--- src/rtl/gauss_mac_seq.sv ---
// Row/frame sequencer for one 7-tap Gaussian MAC stage: edge-replicated padding,
// row-end flush, per-scale coefficient banks and realignment of MAC results to x/y.
module gauss_mac_seq #(
  parameter int IMG_W      = 640,
  parameter int IMG_H      = 480,
  parameter int NUM_SCALES = 4,
  parameter int MAC_LAT    = 3
) (
  input  logic        iclk,
  input  logic        irst_n,
  input  logic        iframe_start,
  input  logic [1:0]  iscale_sel,
  input  logic        ipix_valid,
  input  logic [7:0]  ipix_data,
  output logic        opix_ready,
  input  logic        icfg_we,
  input  logic [1:0]  icfg_scale,
  input  logic [2:0]  icfg_tap,
  input  logic [7:0]  icfg_coef,
  output logic        oMac_dval,
  output logic [8:0]  oMac_data_s,
  output logic [7:0]  oMac_coef_0,
  output logic [7:0]  oMac_coef_1,
  output logic [7:0]  oMac_coef_2,
  output logic [7:0]  oMac_coef_3,
  output logic [7:0]  oMac_coef_4,
  output logic [7:0]  oMac_coef_5,
  output logic [7:0]  oMac_coef_6,
  input  logic [19:0] iMac_odata,
  output logic        oDval,
  output logic [19:0] oData,
  output logic [9:0]  oX,
  output logic [8:0]  oY,
  output logic        oFrame_done,
  output logic        oBusy,
  output logic        oCfg_err
);

  localparam logic [2:0] S_IDLE  = 3'd0;
  localparam logic [2:0] S_LPAD  = 3'd1;
  localparam logic [2:0] S_ROW   = 3'd2;
  localparam logic [2:0] S_RPAD  = 3'd3;
  localparam logic [2:0] S_FLUSH = 3'd4;
  localparam logic [2:0] S_DONE  = 3'd5;

  // Sample count per row reaches IMG_W + 6 + MAC_LAT
  localparam int NW = $clog2(IMG_W + MAC_LAT + 8);
  localparam logic [NW-1:0] ND_FIRST       = NW'(7);
  localparam logic [NW-1:0] ND_LAST        = NW'(IMG_W + 6);
  localparam logic [NW-1:0] CNT_PAD_LAST   = NW'(2);
  localparam logic [NW-1:0] CNT_ROW_LAST   = NW'(IMG_W - 1);
  localparam logic [NW-1:0] CNT_FLUSH_LAST = NW'(MAC_LAT - 1);
  localparam logic [8:0]    Y_LAST         = 9'(IMG_H - 1);

  logic [2:0]    state_reg, state_next;
  logic [NW-1:0] cnt_reg, cnt_next;
  logic [8:0]    y_reg, y_next;
  logic [1:0]    sel_reg, sel_next;
  logic [7:0]    last_pix_reg, last_pix_next;
  logic [NW-1:0] n_reg, n_sum;
  logic          n_clr;
  logic          mac_dval;
  logic [7:0]    mac_pix;
  logic          frame_done_next;

  logic [7:0]    bank_reg [NUM_SCALES][7];
  logic          cfg_err_reg;
  logic          cfg_ok, cfg_bad;

  logic [NW-1:0] nd_pipe [MAC_LAT];
  logic [8:0]    y_pipe  [MAC_LAT];
  logic [NW-1:0] nd_out, last_nd_reg;
  logic [8:0]    y_out;
  logic          hit;

  logic          dval_reg;
  logic [19:0]   data_reg;
  logic [9:0]    x_reg;
  logic [8:0]    yo_reg;
  logic          frame_done_reg;

  // Coefficient banks are writable only while idle and for real taps
  assign cfg_ok  = icfg_we && (state_reg == S_IDLE) && (icfg_tap != 3'd7)
                   && (int'(icfg_scale) < NUM_SCALES);
  assign cfg_bad = icfg_we && ((state_reg != S_IDLE) || (icfg_tap == 3'd7));

  always_ff @(posedge iclk or negedge irst_n) begin
    if (!irst_n) begin
      for (int s = 0; s < NUM_SCALES; s++)
        for (int k = 0; k < 7; k++)
          bank_reg[s][k] <= 8'd0;
      cfg_err_reg <= 1'b0;
    end else begin
      if (cfg_ok)
        bank_reg[icfg_scale][icfg_tap] <= icfg_coef;
      if (cfg_bad)
        cfg_err_reg <= 1'b1;
    end
  end

  logic [7:0] coef_sel [7];
  logic       sel_in_range;
  assign sel_in_range = int'(sel_reg) < NUM_SCALES;

  genvar gi;
  generate
    for (gi = 0; gi < 7; gi++) begin : g_coef
      assign coef_sel[gi] = sel_in_range ? bank_reg[sel_reg][gi] : 8'd0;
    end
  endgenerate

  assign oMac_coef_0 = coef_sel[0];
  assign oMac_coef_1 = coef_sel[1];
  assign oMac_coef_2 = coef_sel[2];
  assign oMac_coef_3 = coef_sel[3];
  assign oMac_coef_4 = coef_sel[4];
  assign oMac_coef_5 = coef_sel[5];
  assign oMac_coef_6 = coef_sel[6];

  always_comb begin
    state_next      = state_reg;
    cnt_next        = cnt_reg;
    y_next          = y_reg;
    sel_next        = sel_reg;
    last_pix_next   = last_pix_reg;
    mac_dval        = 1'b0;
    mac_pix         = 8'd0;
    n_clr           = 1'b0;
    frame_done_next = 1'b0;
    case (state_reg)
      S_IDLE: begin
        if (iframe_start) begin
          state_next = S_LPAD;
          y_next     = 9'd0;
          sel_next   = iscale_sel;
          cnt_next   = '0;
          n_clr      = 1'b1;
        end
      end
      S_LPAD: begin
        // Left pad replicates the first pixel of the row without consuming it
        if (ipix_valid) begin
          mac_dval = 1'b1;
          mac_pix  = ipix_data;
          if (cnt_reg == CNT_PAD_LAST) begin
            cnt_next   = '0;
            state_next = S_ROW;
          end else begin
            cnt_next = cnt_reg + 1'b1;
          end
        end
      end
      S_ROW: begin
        if (ipix_valid) begin
          mac_dval      = 1'b1;
          mac_pix       = ipix_data;
          last_pix_next = ipix_data;
          if (cnt_reg == CNT_ROW_LAST) begin
            cnt_next   = '0;
            state_next = S_RPAD;
          end else begin
            cnt_next = cnt_reg + 1'b1;
          end
        end
      end
      S_RPAD: begin
        mac_dval = 1'b1;
        mac_pix  = last_pix_reg;
        if (cnt_reg == CNT_PAD_LAST) begin
          cnt_next   = '0;
          state_next = S_FLUSH;
        end else begin
          cnt_next = cnt_reg + 1'b1;
        end
      end
      S_FLUSH: begin
        mac_dval = 1'b1;
        if (cnt_reg == CNT_FLUSH_LAST) begin
          cnt_next = '0;
          if (y_reg == Y_LAST) begin
            state_next = S_DONE;
          end else begin
            y_next     = y_reg + 1'b1;
            state_next = S_LPAD;
            n_clr      = 1'b1;
          end
        end else begin
          cnt_next = cnt_reg + 1'b1;
        end
      end
      S_DONE: begin
        frame_done_next = 1'b1;
        state_next      = S_IDLE;
      end
      default: state_next = S_IDLE;
    endcase
  end

  // n_sum counts the current strobe, so the pipeline sees the window it completes
  assign n_sum = n_reg + NW'(mac_dval);

  always_ff @(posedge iclk or negedge irst_n) begin
    if (!irst_n) begin
      state_reg    <= S_IDLE;
      cnt_reg      <= '0;
      y_reg        <= 9'd0;
      sel_reg      <= 2'd0;
      last_pix_reg <= 8'd0;
      n_reg        <= '0;
    end else begin
      state_reg    <= state_next;
      cnt_reg      <= cnt_next;
      y_reg        <= y_next;
      sel_reg      <= sel_next;
      last_pix_reg <= last_pix_next;
      n_reg        <= n_clr ? '0 : n_sum;
    end
  end

  always_ff @(posedge iclk or negedge irst_n) begin
    if (!irst_n) begin
      for (int i = 0; i < MAC_LAT; i++) begin
        nd_pipe[i] <= '0;
        y_pipe[i]  <= 9'd0;
      end
    end else begin
      nd_pipe[0] <= n_sum;
      y_pipe[0]  <= y_reg;
      for (int i = 1; i < MAC_LAT; i++) begin
        nd_pipe[i] <= nd_pipe[i-1];
        y_pipe[i]  <= y_pipe[i-1];
      end
    end
  end

  assign nd_out = nd_pipe[MAC_LAT-1];
  assign y_out  = y_pipe[MAC_LAT-1];
  // Gaps hold the count, so repeated captures of one window are filtered here
  assign hit = (nd_out >= ND_FIRST) && (nd_out <= ND_LAST) && (nd_out != last_nd_reg);

  always_ff @(posedge iclk or negedge irst_n) begin
    if (!irst_n) begin
      dval_reg       <= 1'b0;
      data_reg       <= 20'd0;
      x_reg          <= 10'd0;
      yo_reg         <= 9'd0;
      last_nd_reg    <= '0;
      frame_done_reg <= 1'b0;
    end else begin
      dval_reg       <= hit;
      frame_done_reg <= frame_done_next;
      if (hit) begin
        data_reg    <= iMac_odata;
        x_reg       <= 10'(nd_out - ND_FIRST);
        yo_reg      <= y_out;
        last_nd_reg <= nd_out;
      end
    end
  end

  assign opix_ready  = (state_reg == S_ROW);
  assign oMac_dval   = mac_dval;
  assign oMac_data_s = {1'b0, mac_pix};
  assign oDval       = dval_reg;
  assign oData       = data_reg;
  assign oX          = x_reg;
  assign oY          = yo_reg;
  assign oFrame_done = frame_done_reg;
  assign oBusy       = (state_reg != S_IDLE);
  assign oCfg_err    = cfg_err_reg;

endmodule

--- config.mk ---
export PLATFORM = sky130hd
export DESIGN_NAME = gauss_mac_seq
export DESIGN_NICKNAME = d
export VERILOG_FILES = /design/src/rtl/gauss_mac_seq.sv
export SDC_FILE = /design/constraint.sdc
export NUM_CORES = 1
export LEC_CHECK = 0
export BUFFER_PORTS_ARGS = -buffer_cell sky130_fd_sc_hd__buf_2
export CAP_MARGIN = 20
export CORE_UTILIZATION = 32
export CTS_BUF_LIST = sky130_fd_sc_hd__clkbuf_8
export DETAILED_ROUTE_END_ITERATION = 8
export SLEW_MARGIN = 5
export SYNTH_ARGS = -nofsm -noshare
export SYNTH_HDL_FRONTEND = slang
export SYNTH_SLANG_ARGS = --single-unit
--- constraint.sdc ---
create_clock -name iclk -period 6.2 [get_ports iclk]
set_clock_uncertainty 0.1 [all_clocks]
set_input_delay 0.62 -clock iclk [delete_from_list [all_inputs] [get_ports iclk]]
set_output_delay 0.62 -clock iclk [all_outputs]
set_load 0.005 [all_outputs]
**Word level (Yosys, flattened, before mapping)**

Cells that the tools add are included.

- Register bits after elaboration: 375
- Input port bits: 48
- Word-level logic and storage cells: 136

- Add/subtract/negate cells: 4
- Magnitude comparators: 7
- Equality and inequality tests: 19
- Muxes and demuxes: 37
- Bitwise logic cells: 3
- Reduce and logical (&&, ||, !) cells: 19

Operators by type and width:

| cell | number |
|---|---|
| $bwmux W224 | 1 |
| $mux W56 | 3 |
| $bmux W56 S2 | 1 |
| $demux W56 S2 | 1 |
| $mux W10 | 6 |
| $pmux W10 S4 | 1 |
| $mux W9 | 3 |
| $demux W8 S3 | 1 |
| $mux W3 | 8 |
| $pmux W9 S2 | 1 |
| $mux W8 | 2 |
| $pmux W8 S2 | 1 |
| $pmux W3 S5 | 1 |
| $ne A2 B2 Y1 const B | 7 |
| $add A10 B1 Y10 | 1 |
| $add A10 B1 Y10 const B | 1 |
| $eq A10 B10 Y1 const B | 1 |
| $eq A10 B2 Y1 const B | 1 |
| $ge A10 B3 Y1 const B | 1 |
| $le A10 B10 Y1 const B | 1 |
| $ne A10 B10 Y1 | 1 |
| $sub A10 B3 Y10 const B | 1 |
| $add A9 B1 Y9 const B | 1 |
| $eq A3 B3 Y1 const B | 3 |
| 23 further kinds | 40 |

**Longest topological paths before layout**

Gate-level depths: netlist of run 1.

- Word-level depth: 8
- Mapped depth: 11

**Worst setup path after synthesis of run 1**

Ideal clock, no wire load.

- Path kind: register to register
- From: register nd_pipe, in the netlist nd_out[4]
- To: register data_reg[0] (netlist: oData[0])
- Library setup time: 125 ps
- Data arrival time: 2265 ps
- Setup slack: 3709 ps
- Stages on the path, launching flop included: 8
- Buffers on the path: 2
- Path through: dfrtp_1 -> buf_6 -> or4_4 -> a211o_1 -> mux2_4 -> nor2_8 -> buf_12 -> mux2_4

- Longest elaborated chain between the ends: 3
- Elaborated cells on any way between the ends: 5
- Classes of those cells: 2 x order compare; 1 x eq/ne; 2 x reduce/logical

RTL lines:

| element | RTL line | source |
|---|---|---|
| start, declared | 70 | `logic [NW-1:0] nd_pipe [MAC_LAT];` |
| start signal, assigned by index | 230 | `nd_pipe[i] <= nd_pipe[i-1];` |
| $ge A10 B3 Y1 / $le A10 B10 Y1 (equally long branches) | 239 | `assign hit = (nd_out >= ND_FIRST) && (nd_out <= ND_LAST) && (nd_out != last_nd_reg);` |
| $logic_and A1 B1 Y1 | 239 |  |
| $logic_and A1 B1 Y1 (*) | 239 |  |
| end signal, assigned | 253 | `data_reg <= iMac_odata;` |
| end, declared | 77 | `logic [19:0] data_reg;` |

Mark *: on every way between the ends. The rest lies on a longest branch, timed or not.
A chain may end at the register's enable or synchronous reset.

**Worst setup path after layout of run 1**

- From: register sel_reg[0]
- To: output port oMac_coef_1[5]

- Longest elaborated chain between the ends: 4

RTL lines:

| element | RTL line | source |
|---|---|---|
| start, declared | 58 | `logic [1:0] sel_reg, sel_next;` |
| start signal, assigned | 214 | `sel_reg <= sel_next;` |
| $not A2 Y3 (not written as such) | 108 | `assign coef_sel[gi] = sel_in_range ? bank_reg[sel_reg][gi] : 8'd0;` |
| $bmux W56 S2 | 108 |  |
| $mux W56 (2 in a row) | -- |  |
| end, declared | 23 | `output logic [7:0] oMac_coef_1,` |

No other way between the ends. The select of a mux whose other input is x is not followed.

==> results of run 1 <==
worst max path at each step:
stage	start	endpoint	slack [ns]
floorplan	nd_out[4]	oData[0]	3.71
global placement	state_reg[2]	bank_reg[83]	2.78
detailed placement	state_reg[2]	bank_reg[82]	2.58
global route	sel_reg[0]	oMac_coef_1[5]	2.37
finish	sel_reg[0]	oMac_coef_1[5]	2.60
CTS	sel_reg[0]	oMac_coef_1[5]	2.46
cells by family after synthesis:
logic type,Yosys count
buffers and inverters,74
AOI/OAI and AO/OA,46
muxes,337
DFF,375
adders and majority gates,7
other,1
xor gates and xnor gates,34
and+or+nand+nor,173
final cells by class:
cell class / instances / area, um^2
inverters: 10 / 37.5
clock buffers: 80 / 1100
clock inverters: 29 / 168
multi-input cells: 598 / 6230
fillers: 4676 / 30600
flip-flops and latches: 375 / 9390
repair buffers: 162 / 846
well taps: 664 / 831
where the power goes:
part | switching [mW] | total (mW) | internal (mW)
Combinational | 0.0938 | 0.131 | 0.0369
Clock | 0.986 | 2.19 | 1.21
Sequential | 0.00624 | 2.47 | 2.46
Total | 1.09 | 4.79 | 3.71
cells in the mapped netlist (2+ instances only):
cell type	instances	share of area (%)
a211o_1	2	0.11
a21o_1	3	0.14
a21oi_1	6	0.19
a22oi_1	8	0.38
and2_1	13	0.51
and3_1	3	0.12
and4b_1	2	0.13
buf_1	14	0.33
buf_12	4	0.50
buf_2	6	0.19
buf_6	2	0.14
clkbuf_1	36	0.85
dfrtp_1	375	59
ha_1	7	0.55
inv_1	10	0.23
mux2_2	242	17
mux2_4	39	3.7
mux4_2	56	7.9
nand2_1	33	0.77
nand2b_1	6	0.23
nand3_1	22	0.69
nand4_1	10	0.39
nor2_1	40	0.94
nor2_2	4	0.16
nor2b_1	5	0.20
nor3_1	5	0.16
nor3_2	2	0.13
nor3_4	2	0.20
nor3b_1	6	0.28
nor4_1	6	0.23
o21ai_0	10	0.31
o22ai_1	2	0.078
o311ai_0	2	0.11
o31ai_1	4	0.19
or2_2	2	0.078
or3_1	2	0.078
xnor2_1	16	0.88
xor2_1	18	0.99
layer usage:
metal  global-route usage (%)  part of all wire [%]  routed length, um
met1                     18.6                    47              15900
met2                     21.6                    47              16000
met3                     2.66                   4.0               1380
met4                     6.06                   2.6                889
met5                        0                     0                  0
metrics by stage:
stage	util, %	power (mW)	cell area [um^2]	cells
4_1_cts	37.8	4.89	18600	1917
2_1_floorplan	-	2.55	16000	1047
5_1_grt	37.8	5.01	18600	1918
6_report	37.8	4.79	18600	1918
3_5_place_dp	35.3	2.65	17300	1808
3_3_place_gp	35.3	2.64	17300	1808
==> flow_summary.toml, run 1 <==
[status]
run_status = "complete, no violations"

[cts]
htree_levels = 3
cts_made_buffers = 67
post_cts_resized = 0
cts_tree = "done"
clockBufferDepth = 3
cts_setup_buffers = 0
clk_latency_ns = 0.61
cts_hold_buf = 0
clkTransAtPathRegs_ns = 0.06
ctsRootBufferMaster = "clkbuf_8"
clock_sinks = 375

[logic_synthesis]
ys_ff_latch = 375
syn_area_um2 = 16000
netlist_instances = 1047
ys_seq_area_share_pct = 58.7
synthMuxAreaShare_pct = 28.6
synth_nets = 1102
synthArstFlopShare_pct = 100
synth_edf_count = 0
yosys.cell_types.count = 60
avgSynthCellArea_um2 = 15.3
ys.flop_type = "dfrtp_1"
synthXorXnorAreaFrac_pct = 1.86
synthAdderAreaFrac_pct = 0.548
synth_compound_area_share_pct = 1.99
synth_top_family_by_area = "multiplexers"
yosys_warnings = 0
yosys.area_share.simple_pct = 5.93

[critical_path]
r2r_setup_slack_ns = 2.93
path_buf_inv = 2
worstSetupEndpointType = "primary output"
crit_type = "reg2out"
reg2reg_to = "bank_reg[220]"
cp_cell_sequence = "buf_4, mux4_2, buf_2"
cp_slowest_stage_delay_ns = 0.89
arrival_ns = 2.88
r2r_cells = 5
startpoint_type = "flop"
path_max_fanout = 34
critPathSlowestCell = "dfrtp_4"
cp_num_cells = 3
critPathTopFamily = "flip-flops"
r2r-start = "state_reg[2]"
crit_required_ns = 5.48

[detailed_routing]
route.vias.total = 9124
drcViolationCount = 0
first_pass_iters = 4
drt-total-wl_um = 34200
avgRoutedWirePerCell_um = 17.8
final_antenna_net_count = 0
drtIter0Drc = 550
via_per_inst = 4.76

[sta]
max_clock_freq_mhz = 278
fin_crit_sh_pct = 58.0
finalSetupViolCount = 0
drv_slew = 0
period_minus_slack_ns = 3.60
slew_headroom_pct = 33.7
worst-slew-pin-transition_ns = 0.995
final-hold-violation-count = 0
setup_tns_ns = 0
rsz0062_at_grt = "false"
hold_ws_ns = 0.00785
final.setup.worst_slack_ns = 2.60

[global_routing]
grt_pass1_wl_um = 54300
grt_pass1_vias = 9681
antenna_found_initial = 0
track_usage_pct = 13.8
grt_max_degree = 129
grt_remaining_overflow = 0

[pwr]
vdd_drop_max_v = 0.000113
leakagePower_nw = 8.95
powerDensity_nw_per_um2 = 258

[placement]
place.gp.congestion = 0.772
dp_hpwl_um = 22000
port_buffers = 156
pre_cts_slack_ns = 2.58

[floorplan]
rows = 81
dieHeight_um = 226
core_area_um2 = 49200
start_util_pct = 32.5
dieArea_um2 = 50900
die_width_um = 226
ios = 158

[layout]
layout_commonest_cell = "dfrtp_1"
nets = 1269
final_cell_mix = "dfrtp_1, mux2_2, buf_2"
drive_gt1_share_pct = 48.6
antenna_cells = 0
syn2layout_area_growth_pct = 16.3
largest_reg_flops = 224

[hold_path]
hold_class = "in2async"

[run]
cap_violations = 0
No activity file was read; power rests on OpenSTA's default activity.
==> inputs of run 2 (changes only) <==
==> constraint.sdc (replaced) <==
create_clock -name iclk -period 3.51 [get_ports iclk]
set_clock_uncertainty 0.1 [all_clocks]
set_input_delay 0.351 -clock iclk [delete_from_list [all_inputs] [get_ports iclk]]
set_output_delay 0.351 -clock iclk [all_outputs]
set_load 0.005 [all_outputs]
==> run 2 against run 1 <==
- non-clock buffer count up 54
- first-iteration DRC count is 3.8% lower
- register-to-register slack got worse by 2.1 ns
- hold slack improved by 0.16 ns
- sequential power rose by 77%
- via count up 3.4%
- sequential share of layout area is 1.5 points lower
- die area unchanged
- routed wire length rose by 3.3%
- global-route usage rose by 0.48 points
- largest power group unchanged
==> flow_summary.toml, run 2 (synthesis results as in run 1) <==
[status]
run_status = "complete, no violations"

[layout]
multi_input_area_um2 = 6230
nets = 1323
instances_no_fill = 1974
final_cell_mix = "dfrtp_1, mux2_2, buf_2"
regArea_um2 = 9390
num-fill-cells = 4591
drive_gt1_share_pct = 47.8
syn2layout_area_growth_pct = 19.8
layout_commonest_cell = "dfrtp_1"
largest_reg_flops = 224

[sta]
final.setup.worst_slack_ns = 0.583
finalSetupViolCount = 0
rsz0062_at_grt = "false"
fin_crit_sh_pct = 83.4
drv_slew = 0
slew_headroom_pct = 49.0
worst-slew-pin-transition_ns = 0.765
period_minus_slack_ns = 2.93
max_clock_freq_mhz = 342
final-hold-violation-count = 0
setup_tns_ns = 0

[critical_path]
arrival_ns = 2.48
path_max_fanout = 27
worstSetupEndpointType = "primary output"
startpoint_type = "flop"
crit_required_ns = 3.06
crit_type = "reg2out"

[cts]
clock_sinks = 375
clk_latency_ns = 0.61
htree_levels = 3
post_cts_resized = 0
cts_setup_buffers = 0
clkTransAtPathRegs_ns = 0.06
cts_hold_buf = 33
clockBufferDepth = 3
ctsRootBufferMaster = "clkbuf_8"
cts_made_buffers = 67
cts_tree = "done"

[pwr]
total_power_mw = 8.52
leakagePower_nw = 9.22
vdd_drop_max_v = 0.000266
powerDensity_nw_per_um2 = 445

[detailed_routing]
drtIter0Drc = 529
drcViolationCount = 0
route.met3.wl_um = 1410
drt-total-wl_um = 35400
wl_met1_um = 16400
wl_met2_um = 16600
first_pass_iters = 4
via_per_inst = 4.78
final_antenna_net_count = 0
route.vias.total = 9431
avgRoutedWirePerCell_um = 17.9
dr.max_layer_used = "met4"

[global_routing]
antenna_found_initial = 0
grt_max_degree = 90
grt_pass1_vias = 9816
grt_remaining_overflow = 0
track_usage_pct = 14.3
grt_pass1_wl_um = 55900

[floorplan]
die_width_um = 226
ios = 158
dieHeight_um = 226
dieArea_um2 = 50900
core_area_um2 = 49200
rows = 81
start_util_pct = 32.5

[placement]
place.gp.congestion = 0.764
dp_hpwl_um = 22600
port_buffers = 156
dp.cells = 1830
pre_cts_slack_ns = 0.824

[run]
cap_violations = 0

[hold_path]
hold_class = "in2reg"
==> run 2: cell types whose count changed in the layout (fill, tap and decap cells not counted), moves of 2 or more <==
cell	before	now
dlygate4sd3_1	0	33
buf_4	4	21
buf_12	1	6
inv_1	27	32
clkbuf_8	80	77
clkinv_2	6	4
==> run 2: power breakdown <==
part           switching (mW)  total [mW]  internal [mW]
sequential             0.0113        4.36           4.35
combinational           0.175       0.269         0.0937
clock                    1.75        3.89           2.14
total                    1.93        8.52           6.58
==> run 2: metrics by stage <==
step	utilization (%)	cell area (um^2)	hold WS (ns)
2_1_floorplan	-	16000	-0.0446
3_3_place_gp	35.7	17600	0.232
3_5_place_dp	35.7	17600	0.235
4_1_cts	39.0	19100	0.104
5_1_grt	39.0	19100	0.154
6_report	39.0	19200	0.171
==> run 2: worst paths after layout <==
path                            start              to  slack, ns  cells after the start
setup / recovery           sel_reg[0]  oMac_coef_6[3]       0.58                      3
hold / removal             ipix_valid    state_reg[1]       0.17                      4
setup reg to reg            nd_out[6]       oData[19]       0.82                      6
hold reg to reg            y_pipe[18]       y_pipe[9]       0.25                      0
max in group asynchronous      irst_n      cnt_reg[9]       2.14                      3
min in group asynchronous      irst_n   bank_reg[138]       0.27                      2
==> run 2: metal layers <==
| layer | GRT usage [%] | up-vias |
|---|---|---|
| met1 | 19.3 | 4959 |
| met2 | 22.3 | 186 |
| li1 | - | 4230 |
| met4 | 5.92 | 0 |
| met5 | 0 | - |
| met3 | 2.99 | 56 |
==> run 2: layout make-up <==
class	instances	share of cell area, %
flip-flops and latches	375	49.0
clock inverters	33	1.08
diodes	1	0.0131
clock buffers	77	5.53
well taps	664	4.34
inverters	10	0.196
repair buffers	216	7.30
multi-input cells	598	32.5
==> run 2: worst max-delay path, stage by stage, from the launching register on <==
cell	delay, ns
dfrtp_4	0.76
buf_12	0.32
mux4_2	0.61
buf_2	0.16
==> inputs of run 3 (changes only) <==
--- a/config.mk
+++ b/config.mk
@@ -5,6 +5,7 @@
 export SDC_FILE = /design/constraint.sdc
 export NUM_CORES = 1
 export LEC_CHECK = 0
+export ABC_AREA = 1
 export BUFFER_PORTS_ARGS = -buffer_cell sky130_fd_sc_hd__buf_2
 export CAP_MARGIN = 20
 export CORE_UTILIZATION = 32
==> constraint.sdc (replaced) <==
create_clock -name iclk -period 2.8 [get_ports iclk]
set_clock_uncertainty 0.1 [all_clocks]
set_input_delay 0.28 -clock iclk [delete_from_list [all_inputs] [get_ports iclk]]
set_output_delay 0.28 -clock iclk [all_outputs]
set_load 0.005 [all_outputs]
==> run 3 against run 2 <==
- register-to-register slack lost 0.38 ns
- clock-buffer cell count up 9
- area after synthesis about the same
- critical endpoint is now oMac_coef_2[6]
- non-clock buffer count is 1 lower
- core utilization barely moved
- hold slack got worse by 0.093 ns
- combinational power rose by 25%
==> flow_summary.toml, run 3 <==
[critical_path]
crit_type = "reg2out"
crit_required_ns = 2.42
worstSetupEndpointType = "primary output"
startpoint_type = "flop"
path_max_fanout = 112
arrival_ns = 2.30

[detailed_routing]
route.vias.total = 12800
drcViolationCount = 0
drtIter0Drc = 959
first_pass_iters = 5
via_per_inst = 4.76
avgRoutedWirePerCell_um = 15.2
drt-total-wl_um = 40600
final_antenna_net_count = 0

[cts]
cts_tree = "done"
htree_levels = 3
ctsRootBufferMaster = "clkbuf_8"
clockBufferDepth = 3
clk_latency_ns = 0.61
clock_sinks = 375
clkTransAtPathRegs_ns = 0.06
cts_made_buffers = 68

[logic_synthesis]
synth_compound_area_share_pct = 14.7
synthTopCellsByCount = "nand2_1, dfrtp_1, o21ai_0"
synthArstFlopShare_pct = 100
ys_seq_area_share_pct = 58.7
synth_edf_count = 0
synth_nets = 1843
yosys.area_share.simple_pct = 19.7
yosys.cell_count.top_type = "nand2_1"
ys_top_cells_by_area = "dfrtp_1, o21ai_0, nand2_1, nor2_1, nand3_1"
yosys.cell_types.count = 39
synthMuxAreaShare_pct = 0
ys_ff_latch = 375
avgSynthCellArea_um2 = 8.94
synth_top_family_by_area = "simple AND/OR/NAND/NOR gates"
synthXorXnorAreaFrac_pct = 1.42
ys.flop_type = "dfrtp_1"
netlist_instances = 1788
yosysTopAreaCell = "dfrtp_1"
synthAdderAreaFrac_pct = 0.548
yosys_warnings = 0
syn_area_um2 = 16000
synth_top_area_share_pct = 58.7

[sta]
drv_slew = 0
setup_tns_ns = 0
final-hold-violation-count = 0
finalSetupViolCount = 0
worst-slew-pin-transition_ns = 0.943
slew_headroom_pct = 37.1
rsz0062_at_grt = "false"
fin_crit_sh_pct = 95.8
period_minus_slack_ns = 2.68
final.setup.worst_slack_ns = 0.117
max_clock_freq_mhz = 373

[placement]
port_buffers = 156
place.gp.congestion = 0.816
pre_cts_slack_ns = 0.320
dp_hpwl_um = 25000

[run]
cap_violations = 0

[floorplan]
die_width_um = 226
rows = 81
start_util_pct = 32.5
ios = 158
dieArea_um2 = 50900
dieHeight_um = 226
core_area_um2 = 49200

[hold_path]
hold_class = "in2reg"

[global_routing]
grt_remaining_overflow = 0
grt_max_degree = 113
grt_pass1_vias = 12500
grt_pass1_wl_um = 66000
antenna_found_initial = 3
track_usage_pct = 16.3

[layout]
drive_gt1_share_pct = 16.4
nets = 2024
num-fill-cells = 4872
layout_commonest_cell = "nand2_1"
syn2layout_area_growth_pct = 19.9
largest_reg_flops = 224
final_cell_mix = "nand2_1, dfrtp_1, o21ai_0"

[status]
run_status = "complete, no violations"

[pwr]
leakagePower_nw = 9.54
vdd_drop_max_v = 0.000258
powerDensity_nw_per_um2 = 569
## run 3: cell type report
class,instances,area (um^2),share of cell area [%]
tap,664,831,4.33
clock buffer,86,1180,6.18
antenna,1,2.50,0.0131
sequential,375,9390,49.0
multi-input combinational,1220,5830,30.4
clock inverter,32,179,0.934
timing repair buffer,215,1420,7.41
inverter,89,334,1.74
## run 3: kinds of logic after synthesis
family / after synthesis
and+or+nand+nor: 748
AOI/OAI and AO/OA: 438
DFF: 375
adders and majority gates: 7
other: 1
buffers and inverters: 193
xor gates and xnor gates: 26
## run 3: where the power goes
part | switching, mW | internal [mW]
clock | 2.27 | 2.86
sequential | 0.00758 | 5.44
combinational | 0.234 | 0.101
## run 3: stage by stage
stage	total power, mW	utilization [%]	instances	instance area, um^2	hold slack, ns
detailed placement	5.85	35.5	2530	17500	0.207
CTS	11.1	39.0	2681	19200	0.0220
global placement	5.84	35.5	2530	17500	0.211
finish	10.9	39.0	2682	19200	0.0781
global route	11.4	39.0	2682	19200	0.0561
floorplan	5.62	-	1788	16000	-0.116
## run 3: worst paths after layout
| kind | to | start | cells after the start | slack (ns) |
|---|---|---|---|---|
| setup / recovery | oMac_coef_2[6] | sel_reg[0] | 4 | 0.12 |
| hold / removal | bank_reg[106] | icfg_coef[2] | 4 | 0.08 |
| setup reg to reg | n_reg[8] | state_reg[2] | 12 | 0.44 |
| max in group asynchronous | bank_reg[4] | irst_n | 3 | 1.64 |
| hold reg to reg | nd_pipe[17] | nd_pipe[27] | 0 | 0.24 |
| min in group asynchronous | last_pix_reg[4] | irst_n | 2 | 0.13 |
## run 3: routing by layer
metal,routed length (um),GRT usage [%]
met5,0,0
met4,964,6.82
met3,2090,3.25
met2,18600,25.3
met1,19000,22.2
## run 3: critical path, stage by stage, from the launching register on
cell	delay, ns
dfrtp_2	0.40
buf_12	0.41
o21ai_0	0.19
o22ai_1	0.44
buf_2	0.21
## run 3: timing repair
item | 4_1_cts | 5_1_grt
buffers inserted | 0 | 0
hold endpoints to repair | 121 | 0
hold buffers | 33 | 0
pin swaps | 0 | 0
resized for setup | 1 | 1
endpoints found under the setup margin | 1 | 1
